--- src/rtl/bcd_serial_add_ctrl.sv ---
// Digit-serial packed-BCD adder: one shared single-digit BCD adder,
// processing one digit per RUN cycle, least significant digit first.
module bcd_serial_add_ctrl #(
  parameter int unsigned NDIGITS = 4
) (
  input  logic                   clk,
  input  logic                   rst_n,
  input  logic                   start,
  input  logic [4*NDIGITS-1:0]   a,
  input  logic [4*NDIGITS-1:0]   b,
  input  logic                   cin,
  output logic [4*NDIGITS-1:0]   sum,
  output logic                   cout,
  output logic                   busy,
  output logic                   done,
  output logic                   err
);

  localparam int unsigned W  = 4 * NDIGITS;
  localparam int unsigned IW = (NDIGITS > 1) ? $clog2(NDIGITS) : 1;

  typedef enum logic [1:0] {
    IDLE = 2'd0,
    RUN  = 2'd1,
    DONE = 2'd2
  } state_t;

  state_t          state_q;
  logic [W-1:0]    a_q;
  logic [W-1:0]    b_q;
  logic            c_q;
  logic [IW-1:0]   idx_q;
  logic [W-1:0]    sum_q;
  logic [W-1:0]    sum_d;
  logic            cout_q;
  logic            err_q;
  logic            busy_q;
  logic            done_q;

  logic [3:0]      dig_a;
  logic [3:0]      dig_b;
  logic [4:0]      raw;
  logic [3:0]      raw_adj;
  logic [3:0]      dsum;
  logic            dcarry;
  logic            dig_bad;
  logic            last;

  // Select the current digit pair, run the shared BCD digit adder and
  // merge its result into the selected sum digit.
  always_comb begin
    dig_a = '0;
    dig_b = '0;
    for (int unsigned i = 0; i < NDIGITS; i++) begin
      if (idx_q == IW'(i)) begin
        dig_a = a_q[4*i +: 4];
        dig_b = b_q[4*i +: 4];
      end
    end
    raw     = {1'b0, dig_a} + {1'b0, dig_b} + {4'b0000, c_q};
    // Only the low nibble of raw+6 is kept, so adding in 4 bits is exact.
    raw_adj = raw[3:0] + 4'd6;
    dcarry  = (raw > 5'd9);
    dsum    = dcarry ? raw_adj : raw[3:0];
    dig_bad = (dig_a > 4'd9) || (dig_b > 4'd9);
    last    = (idx_q == IW'(NDIGITS - 1));
    sum_d   = sum_q;
    for (int unsigned i = 0; i < NDIGITS; i++) begin
      if (idx_q == IW'(i)) begin
        sum_d[4*i +: 4] = dsum;
      end
    end
  end

  // Control FSM with registered status outputs and the datapath registers.
  always_ff @(posedge clk or negedge rst_n) begin
    if (!rst_n) begin
      state_q <= IDLE;
      a_q     <= '0;
      b_q     <= '0;
      c_q     <= 1'b0;
      idx_q   <= '0;
      sum_q   <= '0;
      cout_q  <= 1'b0;
      err_q   <= 1'b0;
      busy_q  <= 1'b0;
      done_q  <= 1'b0;
    end else begin
      case (state_q)
        IDLE: begin
          if (start) begin
            a_q     <= a;
            b_q     <= b;
            c_q     <= cin;
            idx_q   <= '0;
            sum_q   <= '0;
            cout_q  <= 1'b0;
            err_q   <= 1'b0;
            busy_q  <= 1'b1;
            state_q <= RUN;
          end
        end
        RUN: begin
          sum_q <= sum_d;
          c_q   <= dcarry;
          err_q <= err_q | dig_bad;
          if (last) begin
            cout_q  <= dcarry;
            idx_q   <= '0;
            busy_q  <= 1'b0;
            done_q  <= 1'b1;
            state_q <= DONE;
          end else begin
            idx_q <= idx_q + IW'(1);
          end
        end
        DONE: begin
          done_q  <= 1'b0;
          state_q <= IDLE;
        end
        default: begin
          busy_q  <= 1'b0;
          done_q  <= 1'b0;
          state_q <= IDLE;
        end
      endcase
    end
  end

  assign sum  = sum_q;
  assign cout = cout_q;
  assign err  = err_q;
  assign busy = busy_q;
  assign done = done_q;

endmodule

--- config.mk ---
export PLATFORM = sky130hd
export DESIGN_NAME = bcd_serial_add_ctrl
export DESIGN_NICKNAME = d
export VERILOG_FILES = /design/src/rtl/bcd_serial_add_ctrl.sv
export SDC_FILE = /design/constraint.sdc
export NUM_CORES = 1
export LEC_CHECK = 0
export ABC_CLOCK_PERIOD_IN_PS = 3700
export BUFFER_PORTS_ARGS = -buffer_cell sky130_fd_sc_hd__buf_2
export CORE_AREA = 2 2 79 81
export DETAILED_ROUTE_END_ITERATION = 16
export DIE_AREA = 0 0 81 83
export HOLD_SLACK_MARGIN = 0.02
export PLACE_DENSITY = 0.73
export SETUP_SLACK_MARGIN = 0.02
export SYNTH_ARGS = -nofsm -noshare
export SYNTH_HDL_FRONTEND = slang
export SYNTH_SLANG_ARGS = --single-unit
--- constraint.sdc ---
create_clock -name clk -period 3.7 [get_ports clk]
set_input_delay 0.74 -clock clk [delete_from_list [all_inputs] [get_ports clk]]
set_output_delay 0.74 -clock clk [all_outputs]
set_load 0.05 [all_outputs]
==> flow_summary.rst, run 1 <==
.. list-table::
   :header-rows: 1

   * - Metric
     - Value
   * - Ordered cell list for the critical path
     - inv_1 -> ha_2 -> nand3b_1 -> a21oi_2 -> a21oi_1 -> nor2_1 -> a21oi_1 -> fa_2 -> fa_2 -> xnor2_2 -> inv_1 -> ha_2 -> nand2_1 -> o21ai_1 -> or3_4 -> a311oi_4 -> o21ai_1
   * - Mean instance size in the synthesized netlist
     - 11.0 µm²
   * - Library cell occupying the most area in the post-synthesis netlist
     - dfrtp_1
   * - Launching element type of the critical path
     - register
   * - Filler cell count
     - 521
   * - Final Max Tran Viols
     - 0
   * - Final WL
     - 5880 µm
   * - Cell count of the worst reg-to-reg path
     - 17
   * - Register bit total from synthesis
     - 57
   * - Finish-stage setup viols
     - 0
   * - Worst EP required
     - 3.91 ns
   * - Final Wtd Congestion
     - 0.848
   * - Met1 wire length
     - 2650 µm
   * - Metal3 WL
     - 348 µm
   * - Mapped cell area
     - 2760 µm²
   * - Detailed route wirelength on metal2
     - 2790 µm
   * - Layout overhead on the synthesized area
     - 22.0%
   * - DRC viols
     - 0
   * - Pin count of the biggest net entering global routing
     - 50
   * - Share of final-layout standard cells stronger than drive strength 1
     - 39.0%
   * - Number of antenna violations at the first check in global routing
     - 0
   * - Register cell area after layout
     - 1430 µm²
   * - Global-route wire length before repair
     - 9970 µm
   * - Count of endpoints failing hold in the final timing report
     - 0
   * - Mean routed wirelength per cell
     - 15.0 µm
   * - Critical Path Stages
     - 17
   * - Yosys warnings
     - 0
   * - Worst hold slack after final layout
     - 0.478 ns
   * - Hold Path Class
     - register to register
   * - H-tree level count
     - 3
   * - Worst setup path startpoint
     - idx_q[1]
   * - Async set or reset register ratio after synthesis
     - 100%
   * - CTS sink cnt
     - 57
   * - Largest fanout on the critical path
     - 6
   * - Reg-to-Reg End
     - sum[2]
   * - Setup Skew
     - 0.00862 ns
   * - Grt ovf
     - 0
   * - Reported max-cap violation count
     - 0
   * - Slew margin rel.
     - 30.2%
   * - Final Cycle Share
     - 94.8%
   * - Highest Clock Rate
     - 285 MHz
   * - Number of global-route vias before repair
     - 2164
   * - I/O Pins
     - 56
   * - Max clock buf depth
     - 2
   * - Worst setup EP type
     - register
   * - Number of vias in the routed layout
     - 2112
   * - Nets
     - 359
   * - CTS tree
     - done
   * - Syn nets
     - 297
   * - Antenna diode count
     - 0
   * - Cell Rows
     - 28
   * - Largest incremental delay on the critical path
     - 0.42 ns
   * - Status
     - finished, final reports clean
   * - Clock-pin transition on the worst setup and hold timing paths
     - 0.07 ns
   * - Least-Margin Pin Slew
     - 1.05 ns
   * - Multi-input logic area
     - 1260 µm²
   * - Sequential cell area fraction in the yosys report
     - 51.7%
   * - Register-to-register setup slack
     - 0.19 ns
   * - Top cells by area, synth
     - dfrtp_1 52%, mux2_2 13%, a21oi_1 3.6%, ha_1 3.6%, nand2_1 2.7%
   * - HPWL after DPL
     - 4290 µm
   * - Clock network latency to the later pin of the worst-skew pair
     - 0.34 ns
   * - Die H
     - 83 µm
   * - First-pass DRT Iterations
     - 4
   * - Area of placed instances
     - 3130 µm²
   * - Die Area
     - 6720 µm²
   * - Number of routed nets with antenna violations
     - 0
   * - Number of input and output port buffers inserted
     - 55
   * - Period minus WS final
     - 3.51 ns
   * - Number of different library cells in the post-synthesis netlist
     - 40
   * - Initial core utilization
     - 47.4%
   * - Setup TNS
     - 0 ns
   * - Floorplan core area
     - 5820 µm²
   * - Final cell count without fillers
     - 393
   * - Iteration-0 DRC count of the detailed router
     - 96
   * - Design area
     - 3370 µm²
   * - Per-cell via count in the routed design
     - 5.37
   * - Classification of the worst setup path
     - register to register
   * - Global-route usage over all layers
     - 19.4%
   * - Placed Cells
     - 375
   * - Worst setup endpoint
     - sum[2]
   * - Number of instances in the synthesized netlist
     - 251
   * - Buffers and inverters on the worst path
     - 2
   * - Slowest stage cell, crit path
     - fa_2
   * - Number of buffers created by CTS
     - 9
   * - Die extent in x
     - 81 µm
   * - Share of the synthesized area in the top cell type
     - 51.7%
   * - Highest metal layer with signal wires
     - met4
   * - Most frequently used flop master after synthesis
     - dfrtp_1
   * - Cell family contributing the most delay on the critical path
     - adder cells
   * - Clock root buffer master
     - clkbuf_8
   * - Critical path data arrival time
     - 3.71 ns
   * - Post-synth EDFFs
     - 0
   * - Critical R2R Launch
     - idx_q[1]
## tightest hold or removal path: stages, from the launching register on
cell	delay, ns
dfrtp_1	0.34
nand2_1	0.04
o21ai_0	0.06
## worst min-delay path by stage
stage | from | slack (ns) | to | cells past startpoint
after floorplan | rst_n | 0.44 | a_q[0] | 0
after detailed placement | sum[12] | 0.47 | sum[12] | 2
after global placement | sum[12] | 0.46 | sum[12] | 2
final | sum[12] | 0.48 | sum[12] | 2
after CTS | sum[12] | 0.48 | sum[12] | 2
after global routing | cout | 0.53 | cout | 1
## state kept, by name, summed over array words and instances, names as in the netlist
signal and flops:
busy 1, c_q 1, a_q 16, done 1, sum 16, state_q 2, idx_q 2, cout 1
b_q 16, err 1
## kinds of logic after synthesis
group	synth area share, %
compound gates	14.3
flops	51.7
simple gates	10.3
mux	13.4
buf+inv	4.31
fa+ha+maj	5.08
xor+xnor	0.907
## cell usage in the layout (no fill, tap or decap), types with 2 or more instances in the layout
cell	n
ha_2	2
nand2b_1	2
fa_2	2
ha_1	5
nor2b_1	4
a22o_1	2
nand3_1	15
buf_4	9
buf_2	55
o31ai_1	2
o21ai_1	10
dfrtp_1	57
mux2_2	32
inv_1	17
a21oi_1	19
a22oi_1	3
o21ai_0	13
nand3b_1	5
clkbuf_1	3
nand2_1	20
nor2_1	4
clkbuf_8	11
and2_1	2
## layer usage
metal	up-vias	GRT usage (%)
met5	-	0
met4	0	6.47
met3	9	5.87
met2	70	30.8
met1	1022	25.2
li1	1011	-
## final cells by class
cell class / instances / share of cell area, %
inverters: 17 / 1.90
well taps: 75 / 2.79
multi-input cells: 164 / 37.5
repair buffers: 64 / 10.2
clock inverters: 2 / 0.372
clock buffers: 14 / 4.83
flip-flops and latches: 57 / 42.4
## synth_stat cells (2+ instances only)
cell	n
o21ai_1	10
nand3_1	15
a22oi_1	3
buf_2	5
o31ai_1	2
nor2b_1	4
a22o_1	2
nor2_1	4
fa_1	2
nand2b_1	2
o21ai_0	13
and2_1	2
a21oi_1	20
nand3b_1	5
clkbuf_1	8
inv_1	17
ha_1	8
nand2_1	20
dfrtp_1	57
mux2_2	32
## stage by stage
step / setup slack, ns / util [%]
detailed placement: 0.0537 / 53.8
global placement: 0.210 / 53.8
global route: -0.00672 / 57.9
CTS: 0.0323 / 56.8
finish: 0.193 / 57.9
floorplan: 0.0573 / -
## repair_timing
| item | in CTS | in global routing |
|---|---|---|
| gates resized for setup | 0 | 8 |
| hold buffers | 0 | 0 |
| endpoints found under the setup margin | 0 | 8 |
| buffers inserted | 0 | 2 |
Power of run 1 is left out: the tool's default activity adds up to more than one toggle a clock period on the data nets, which glitch-free logic cannot reach.
==> run 2: changes to the inputs <==
BUFFER_PORTS_ARGS = -buffer_cell sky130_fd_sc_hd__buf_4   (was -buffer_cell sky130_fd_sc_hd__buf_2)
==> run 2 against run 1 <==
  * Wire length grew 0.93%
  * Non-clock buffer count is 5 higher
  * Cell count is 1.3% higher
  * Worst setup slack better by 0.0062 ns
  * Final area up 5.9%
  * Clock-buffer cell count is 3 lower
  * Die area is the same
  * Clock skew up 0.00083 ns
==> flow_summary.rst, run 2 (synthesized netlist as in run 1, its figures left out) <==
.. list-table::
   :header-rows: 1

   * - Metric
     - Value
   * - Final Max Tran Viols
     - 0 (unchanged)
   * - CTS tree
     - done
   * - Highest-count cells in the layout ignoring fill and taps
     - 69 x buf_4, 56 x dfrtp_1, 32 x mux2_2
   * - Worst EP required
     - 3.93 ns (+0.02 ns)
   * - Most common library cell in the layout ignoring fill and taps
     - buf_4
   * - Reported max-cap violation count
     - 0 (unchanged)
   * - Die Area
     - 6720 µm² (unchanged)
   * - Nets
     - 364 (+1.4%)
   * - H-tree level count
     - 3 (unchanged)
   * - Number of global-route vias before repair
     - 2048 (-5.4%)
   * - Final Wtd Congestion
     - 0.806 (-5.0%)
   * - Placed Cells
     - 377 (+0.53%)
   * - I/O Pins
     - 56 (unchanged)
   * - Least-Margin Pin Slew
     - 1.01 ns (-0.0330 ns)
   * - Largest incremental delay on the critical path
     - 0.46 ns (+0.04 ns)
   * - Highest Clock Rate
     - 286 MHz (+0.18%)
   * - Slew margin rel.
     - 32.4% (+2.2 points)
   * - Pin count of the biggest net entering global routing
     - 58 (+16%)
   * - Finish-stage setup viols
     - 0 (unchanged)
   * - Final WL
     - 5940 µm (+0.93%)
   * - Clock-pin transition on the worst setup and hold timing paths
     - 0.07 ns (about the same)
   * - Global-route usage over all layers
     - 18.9% (-0.53 points)
   * - Launching element type of the critical path
     - register
   * - Worst hold slack after final layout
     - 0.439 ns (-0.0387 ns)
   * - Number of vias in the routed layout
     - 2148 (+1.7%)
   * - Slowest stage cell, crit path
     - dfrtp_2
   * - Initial core utilization
     - 47.4% (unchanged)
   * - Antenna diode count
     - 0 (unchanged)
   * - Critical path data arrival time
     - 3.73 ns (+0.02 ns)
   * - Classification of the worst setup path
     - register to register
   * - Grt ovf
     - 0 (unchanged)
   * - Die extent in x
     - 81 µm (unchanged)
   * - Floorplan core area
     - 5820 µm² (unchanged)
   * - Clock root buffer master
     - clkbuf_8
   * - Number of buffers created by CTS
     - 9 (unchanged)
   * - Global-route wire length before repair
     - 9670 µm (-3.0%)
   * - HPWL after DPL
     - 4200 µm (-2.1%)
   * - DRC viols
     - 0 (unchanged)
   * - Clock network latency to the later pin of the worst-skew pair
     - 0.35 ns (about the same)
   * - Setup TNS
     - 0 ns (unchanged)
   * - Most numerous cell on the critical path
     - a21oi_1
   * - First-pass DRT Iterations
     - 4 (unchanged)
   * - Max clock buf depth
     - 2 (unchanged)
   * - CTS sink cnt
     - 57 (unchanged)
   * - Iteration-0 DRC count of the detailed router
     - 113 (+18%)
   * - Largest fanout on the critical path
     - 5 (-1)
   * - Cell Rows
     - 28 (unchanged)
   * - Status
     - finished, final reports clean
   * - Worst setup EP type
     - register
   * - Count of endpoints failing hold in the final timing report
     - 0 (unchanged)
   * - Share of final-layout standard cells stronger than drive strength 1
     - 41.2% (+2.2 points)
   * - Die H
     - 83 µm (unchanged)
   * - Layout overhead on the synthesized area
     - 29.3%
   * - Final Cycle Share
     - 94.6% (-0.17 points)
   * - Number of input and output port buffers inserted
     - 55 (unchanged)
   * - Per-cell via count in the routed design
     - 5.40 (+0.43%)
   * - Period minus WS final
     - 3.50 ns (-0.00625 ns)
   * - Ordered cell list for the critical path
     - inv_2 -> ha_4 -> nand3b_1 -> a21oi_1 -> a21oi_1 -> nor2_1 -> a21oi_1 -> fa_2 -> fa_2 -> xnor2_2 -> inv_1 -> ha_1 -> nand2_1 -> o21ai_2 -> or3_4 -> a311oi_4 -> o21ai_1
   * - Number of routed nets with antenna violations
     - 0 (unchanged)
   * - Mean routed wirelength per cell
     - 14.9 µm (-0.33%)
   * - Final cell count without fillers
     - 398 (+1.3%)
   * - Setup Skew
     - 0.00945 ns (+0.000830 ns)
   * - Number of antenna violations at the first check in global routing
     - 0 (unchanged)
   * - Hold Path Class
     - input port to asynchronous set/reset pin
==> run 2: worst max-delay path, delay by kind of cell, from the launching register on <==
| kind | cells | cell delay [ns] |
|---|---|---|
| AO/OA/AOI/OAI | 6 | 0.75 |
| XOR/XNOR | 1 | 0.18 |
| adder cells (fa/ha/maj) | 4 | 1.22 |
| buffers and inverters | 2 | 0.17 |
| flip-flops | 1 | 0.46 |
| AND/OR/NAND/NOR | 4 | 0.59 |
==> run 2: layer usage <==
layer	GRT usage (%)	part of all wire (%)
met2	27.7	47
met4	7.55	2.1
met5	0	0
met1	25.9	45
met3	5.87	5.6
==> run 2: repair_timing <==
action / in CTS / in global routing
pin swaps: 1 / 6
resized for setup: 0 / 11
setup endpoints to repair: 1 / 13
setup buffers: 0 / 5
hold buffers: 0 / 0
cloned: 0 / 0
==> run 2: layout make-up <==
cell class	instances	area, µm²
Clock inverter	5	55.1
Clock buffer	11	141
Multi-Input combinational cell	164	1270
Fill cell	487	2250
Sequential cell	57	1430
Tap cell	75	93.8
Inverter	17	63.8
Timing Repair Buffer	69	518
==> run 2: final timing paths <==
kind	start	endpoint	slack (ns)	depth (start not counted)
min	rst_n	a_q[4]	0.44	1
max in group asynchronous	rst_n	idx_q[0]	2.76	1
min reg2reg	sum[7]	sum[7]	0.50	2
min in group clk	sum[7]	sum[7]	0.50	2
max	idx_q[0]	sum[2]	0.20	17
max reg2reg	idx_q[0]	sum[2]	0.20	17
==> run 2: through the flow <==
| step | utilization, % | cell area (µm²) | worst slack [ns] |
|---|---|---|---|
| 2_1_floorplan | - | 2770 | 0.0573 |
| 3_3_place_gp | 56.5 | 3280 | 0.154 |
| 3_5_place_dp | 56.5 | 3280 | 0.0164 |
| 4_1_cts | 59.8 | 3480 | 0.0413 |
| 5_1_grt | 61.3 | 3570 | -0.0132 |
| 6_report | 61.3 | 3570 | 0.199 |
Power of run 2 is left out for the same reason.
